### src/rtl/mem_access.sv
// MEM pipeline stage: issues one data-memory access per load/store, stalls the pipe until ack or timeout.
// Optional vector-result pass-through is enabled with the VALU_PASS_EN macro.
module mem_access #(
  parameter int unsigned TIMEOUT = 64
) (
  input  logic        clk_i,
  input  logic        start_i,
  input  logic [31:0] ALUResult_i,
  input  logic [31:0] RDData_i,
  input  logic [4:0]  RDaddr_i,
  input  logic        RegWrite_i,
  input  logic        MemToReg_i,
  input  logic        MemRead_i,
  input  logic        MemWrite_i,
  output logic        stall_o,
  output logic        dmem_req_o,
  output logic        dmem_we_o,
  output logic [31:0] dmem_addr_o,
  output logic [31:0] dmem_wdata_o,
  input  logic        dmem_ack_i,
  input  logic [31:0] dmem_rdata_i,
  output logic        RegWrite_o,
  output logic        MemToReg_o,
  output logic [4:0]  RDaddr_o,
  output logic [31:0] ALUResult_o,
  output logic [31:0] ReadData_o,
`ifdef VALU_PASS_EN
  input  logic [31:0] VALUResult_i,
  output logic [31:0] VALUResult_o,
`endif
  output logic        err_o
);

  localparam int unsigned DW = 32;
  localparam int unsigned AW = 5;
  localparam int unsigned CW = 8;

  typedef enum logic [1:0] {
    S_IDLE = 2'd0,
    S_WAIT = 2'd1,
    S_RESP = 2'd2
  } state_e;

  state_e         state_q, state_d;
  logic [CW-1:0]  cnt_q, cnt_d;
  logic [DW-1:0]  addr_q, addr_d;
  logic [DW-1:0]  wdata_q, wdata_d;
  logic           we_q, we_d;
  logic [DW-1:0]  rdata_q, rdata_d;
  logic           fail_q, fail_d;
  logic           err_q, err_d;
  logic           regwrite_q, regwrite_d;
  logic           memtoreg_q, memtoreg_d;
  logic [AW-1:0]  rdaddr_q, rdaddr_d;
  logic [DW-1:0]  alures_q, alures_d;
  logic [DW-1:0]  readdata_q, readdata_d;
`ifdef VALU_PASS_EN
  logic [DW-1:0]  valu_q, valu_d;
`endif
  logic           stall_c;
  logic           req_c;
  logic           mem_op_c;

  assign mem_op_c = MemRead_i | MemWrite_i;

  // Next-state, captured access and MEM/WB write-back
  always_comb begin
    state_d    = state_q;
    cnt_d      = cnt_q;
    addr_d     = addr_q;
    wdata_d    = wdata_q;
    we_d       = we_q;
    rdata_d    = rdata_q;
    fail_d     = fail_q;
    err_d      = 1'b0;
    regwrite_d = regwrite_q;
    memtoreg_d = memtoreg_q;
    rdaddr_d   = rdaddr_q;
    alures_d   = alures_q;
    readdata_d = readdata_q;
`ifdef VALU_PASS_EN
    valu_d     = valu_q;
`endif
    stall_c    = 1'b0;
    req_c      = 1'b0;

    case (state_q)
      S_IDLE: begin
        if (mem_op_c) begin
          stall_c = 1'b1;
          addr_d  = ALUResult_i;
          wdata_d = RDData_i;
          we_d    = MemWrite_i;
          cnt_d   = '0;
          fail_d  = 1'b0;
          state_d = S_WAIT;
        end else begin
          regwrite_d = RegWrite_i;
          memtoreg_d = MemToReg_i;
          rdaddr_d   = RDaddr_i;
          alures_d   = ALUResult_i;
          readdata_d = '0;
`ifdef VALU_PASS_EN
          valu_d     = VALUResult_i;
`endif
        end
      end
      S_WAIT: begin
        stall_c = 1'b1;
        req_c   = 1'b1;
        cnt_d   = cnt_q + CW'(1);
        // An ack on the final allowed cycle still completes the access
        if (dmem_ack_i) begin
          rdata_d = we_q ? '0 : dmem_rdata_i;
          state_d = S_RESP;
        end else if (cnt_q == CW'(TIMEOUT - 1)) begin
          rdata_d = '0;
          fail_d  = 1'b1;
          err_d   = 1'b1;
          state_d = S_RESP;
        end
      end
      S_RESP: begin
        regwrite_d = RegWrite_i & ~fail_q;
        memtoreg_d = MemToReg_i;
        rdaddr_d   = RDaddr_i;
        alures_d   = ALUResult_i;
        readdata_d = fail_q ? '0 : rdata_q;
`ifdef VALU_PASS_EN
        valu_d     = VALUResult_i;
`endif
        state_d    = S_IDLE;
      end
      default: state_d = S_IDLE;
    endcase
  end

  // State and datapath registers
  always_ff @(posedge clk_i or negedge start_i) begin
    if (!start_i) begin
      state_q    <= S_IDLE;
      cnt_q      <= '0;
      addr_q     <= '0;
      wdata_q    <= '0;
      we_q       <= 1'b0;
      rdata_q    <= '0;
      fail_q     <= 1'b0;
      err_q      <= 1'b0;
      regwrite_q <= 1'b0;
      memtoreg_q <= 1'b0;
      rdaddr_q   <= '0;
      alures_q   <= '0;
      readdata_q <= '0;
`ifdef VALU_PASS_EN
      valu_q     <= '0;
`endif
    end else begin
      state_q    <= state_d;
      cnt_q      <= cnt_d;
      addr_q     <= addr_d;
      wdata_q    <= wdata_d;
      we_q       <= we_d;
      rdata_q    <= rdata_d;
      fail_q     <= fail_d;
      err_q      <= err_d;
      regwrite_q <= regwrite_d;
      memtoreg_q <= memtoreg_d;
      rdaddr_q   <= rdaddr_d;
      alures_q   <= alures_d;
      readdata_q <= readdata_d;
`ifdef VALU_PASS_EN
      valu_q     <= valu_d;
`endif
    end
  end

  // Stall must read low while reset is held, even if a memory op sits on the inputs
  assign stall_o      = stall_c & start_i;
  assign dmem_req_o   = req_c;
  assign dmem_we_o    = we_q;
  assign dmem_addr_o  = addr_q;
  assign dmem_wdata_o = wdata_q;
  assign RegWrite_o   = regwrite_q;
  assign MemToReg_o   = memtoreg_q;
  assign RDaddr_o     = rdaddr_q;
  assign ALUResult_o  = alures_q;
  assign ReadData_o   = readdata_q;
  assign err_o        = err_q;
`ifdef VALU_PASS_EN
  assign VALUResult_o = valu_q;
`endif

endmodule

### config.mk
export PLATFORM = sky130hd
export DESIGN_NAME = mem_access
export DESIGN_NICKNAME = d
export VERILOG_FILES = /design/src/rtl/mem_access.sv
export SDC_FILE = /design/constraint.sdc
export NUM_CORES = 1
export LEC_CHECK = 0
export CORE_MARGIN = 2
export CORE_UTILIZATION = 40
export CTS_CLUSTER_DIAMETER = 40
export DETAILED_ROUTE_END_ITERATION = 8
export PLACE_DENSITY = 0.72
export SYNTH_ARGS = -nofsm -noshare
export SYNTH_HDL_FRONTEND = slang
export SYNTH_SLANG_ARGS = --single-unit
### constraint.sdc
create_clock -name clk_i -period 2.3 [get_ports clk_i]
set_input_delay 0.46 -clock clk_i [delete_from_list [all_inputs] [get_ports clk_i]]
set_output_delay 0.46 -clock clk_i [all_outputs]
set_load 0.05 [all_outputs]
==> results.py, run 1 <==
metrics = {
    "placement": {
        "dp_hpwl_mm": 12.1,
        "io_buffers": 246,
        "gp_congestion": 0.787,
        "dp_slack_ns": 0.0581,
    },
    "cts": {
        "cts_max_level": 4,
        "cts_tree": "built",
        "cts_root_buffer": "clkbuf_16",
        "cts_buffers": 17,
        "postCtsHoldBufs": 0,
        "clk_latency_ns": 0.43,
        "cts.sinks": 180,
        "cts.clk_slew.worst_paths_ns": 0.07,
        "cts_buffer_depth": 2,
        "cts_setup_buffers": 0,
    },
    "sta": {
        "tns_ns": 0,
        "hold_viol": 0,
        "relSlewSlack_pct": 37.0,
        "drv_slew": 0,
        "post-route-min-period_ns": 2.22,
        "setup_viol": 0,
        "layout_setup_ws_ns": 0.0771,
        "tightest_slew_ns": 0.945,
        "fmax_mhz": 450,
        "holdWs_ns": 0.213,
        "fin_crit_sh_pct": 96.6,
        "skew_ns": 0.0106,
        "rsz0062_at_grt": "no",
    },
    "detailed_routing": {
        "drtPass1Iterations": 4,
        "drc_errors": 0,
        "via_per_inst": 5.12,
        "wire_per_inst_um": 18.6,
        "ant_nets": 0,
        "drtIter0Drc": 210,
        "vias": 4892,
        "finalWirelength_mm": 17.8,
    },
    "cells_and_area": {
        "layout-drive-gt1-share_pct": 21.5,
        "final_common_cell": "clkdlybuf4s50_1",
        "synthToLayoutAreaGrowth_pct": 47.0,
        "nets": 822,
        "fin_util_pct": 59.4,
        "diodes": 0,
        "layout_common_cells": "clkdlybuf4s50_1, dfrtp_1, mux2_2, mux2_4, a22o_1",
    },
    "grt": {
        "grt_max_degree": 181,
        "grt_pass1_wl_mm": 28.7,
        "grt_pass1_vias": 5188,
        "antenna_found_initial": 0,
        "overflow": 0,
        "grt_usage_pct": 18.6,
    },
    "run_status": {
        "status": "finished, final reports clean",
    },
    "power": {
        "power.total_uw": 18800,
        "leakage_uw": 0.00456,
        "max-vdd-ir-drop_mv": 1.14,
        "power.density_nw_per_um2": 1780,
        "switching_share_pct": 44.3,
        "p_sw_uw": 8340,
        "p_int_uw": 10500,
        "power_frac_clock_pct": 16.3,
        "seq_power_share_pct": 29.6,
        "p_comb_share_pct": 54.1,
    },
    "yosys": {
        "synth_seq_cells": 180,
        "synth_top_area_cell": "dfrtp_1",
        "synth_top_area_share_pct": 62.5,
        "yosysWarnings": 0,
        "yosys-top-cells-area": "dfrtp_1, mux2_2, mux2_4",
        "avgSynthCellArea_um2": 15.6,
        "netlist_area_um2": 7210,
        "syn_nets": 572,
        "seq_area_frac_synth_pct": 62.5,
        "netlist-cell-type-count": 38,
        "postSynthCellCount": 463,
    },
    "worst_setup_path": {
        "crit_path_cell_trace": "buf_4, or2_2, nor2_1, buf_12",
        "worstPathArrival_ns": 1.76,
        "crit_fanout": 6,
        "crit_path_end_kind": "output pin",
        "setup.worst_path.start_class": "flop",
        "required_ns": 1.84,
        "cp_slowest_stage_delay_ns": 0.47,
        "setup.worst_path.class": "reg -> out",
        "crit_slowest_cell": "dfrtp_2",
    },
    "run": {
        "maxCapViolCount": 0,
    },
    "min_path": {
        "min_path_type": "in -> async",
    },
    "floorplanning": {
        "start_util_pct": 40.4,
        "io_pins": 247,
        "row_count": 49,
        "die_w_um": 138,
        "dieArea_um2": 19100,
        "core_area_um2": 17800,
        "die_h_um": 138,
    },
}
area by class of cell:
cell class              instances  area, um^2
fillers                      1346        7240
clock inverters                14         186
well taps                     229         287
clock buffers                  18         439
flip-flops and latches        180        4510
inverters                       3        11.3
multi-input cells             250        2480
repair buffers                261        2680
state kept, by name, summed over array words and instances (netlist names):
name / count
ALUResult_o: 32
MemToReg_o: 1
RDaddr_o: 5
cnt_q: 8
state_q: 2
dmem_we_o: 1
dmem_addr_o: 32
err_o: 1
dmem_wdata_o: 32
rdata_q: 32
fail_q: 1
RegWrite_o: 1
ReadData_o: 32
metrics by stage:
step,cell area [um^2],instances
after global placement,9970,923
after floorplan,7210,463
after CTS,10600,955
after global routing,10600,955
after detailed placement,9970,923
final,10600,955
power by group through the flow:
stage                     clock network [uW]  logic (uW)  registers (uW)
after floorplan                            0        3030            9400
after global placement                     0       10100            5530
after detailed placement                   0       10200            5600
after CTS                               3120       10300            5580
after global routing                    3280       10600            5770
final                                   3060       10200            5580
worst paths after layout:
path	from	to	slack [ns]	depth (start not counted)
max reg2reg	state_q[0]	dmem_addr_o[26]	0.56	5
min	start_i	dmem_wdata_o[19]	0.21	2
min reg2reg	dmem_wdata_o[18]	dmem_wdata_o[18]	0.49	1
min in group clk_i	dmem_wdata_o[18]	dmem_wdata_o[18]	0.49	1
max	state_q[1]	stall_o	0.08	4
max in group asynchronous	start_i	dmem_wdata_o[27]	1.41	2
worst max-delay path: cells and delay by family (launching register included):
family,cells,cell delay [ns]
flops,1,0.47
simple gates,2,0.52
buf+inv,2,0.34
logic make-up after synthesis:
| logic type | share of synthesized area [%] |
|---|---|
| flip-flops | 62.5 |
| multiplexers | 18.9 |
| AO/OA/AOI/OAI | 9.89 |
| AND/OR/NAND/NOR | 5.16 |
| buffers and inverters | 3.40 |
| adder cells (fa/ha/maj) | 0.174 |
synthesized netlist by cell type (all sizes together):
library cell,number
o31ai,1
or4,1
nor4,1
o21ai,7
dfrtp,180
buf,24
a31oi,1
nand2,4
o211ai,1
or2,2
nor2,8
a22o,36
a221o,32
o21bai,1
nor3b,2
and2,33
nand3,4
clkbuf,6
ha,1
mux2,104
nor3,2
and3,1
mux2i,4
nand4,1
a21o,1
nand3b,1
nand2b,1
inv,3
repair_timing:
action,CTS,global route
cloned,0,0
gates resized for setup,1,2
endpoints found under the setup margin,2,2
per-layer routing:
metal  wire length [um]  track usage [%]
met3               1300             5.82
met5                  0                0
met2               8560             29.9
met4                270             6.23
met1               7650             24.3
Power figures use the tool's default switching activity.
==> run 2: changes to the inputs <==
Settings changed: TNS_END_PERCENT set to 1.
==> results of run 2 <==
Final layout, timing and power as in run 1 (identical DEF).
==> run 3: changes to the inputs <==
Settings changed: SKIP_CTS_REPAIR_TIMING set to 1.
==> results of run 3 <==
Final layout, timing and power as in run 1 (identical DEF).
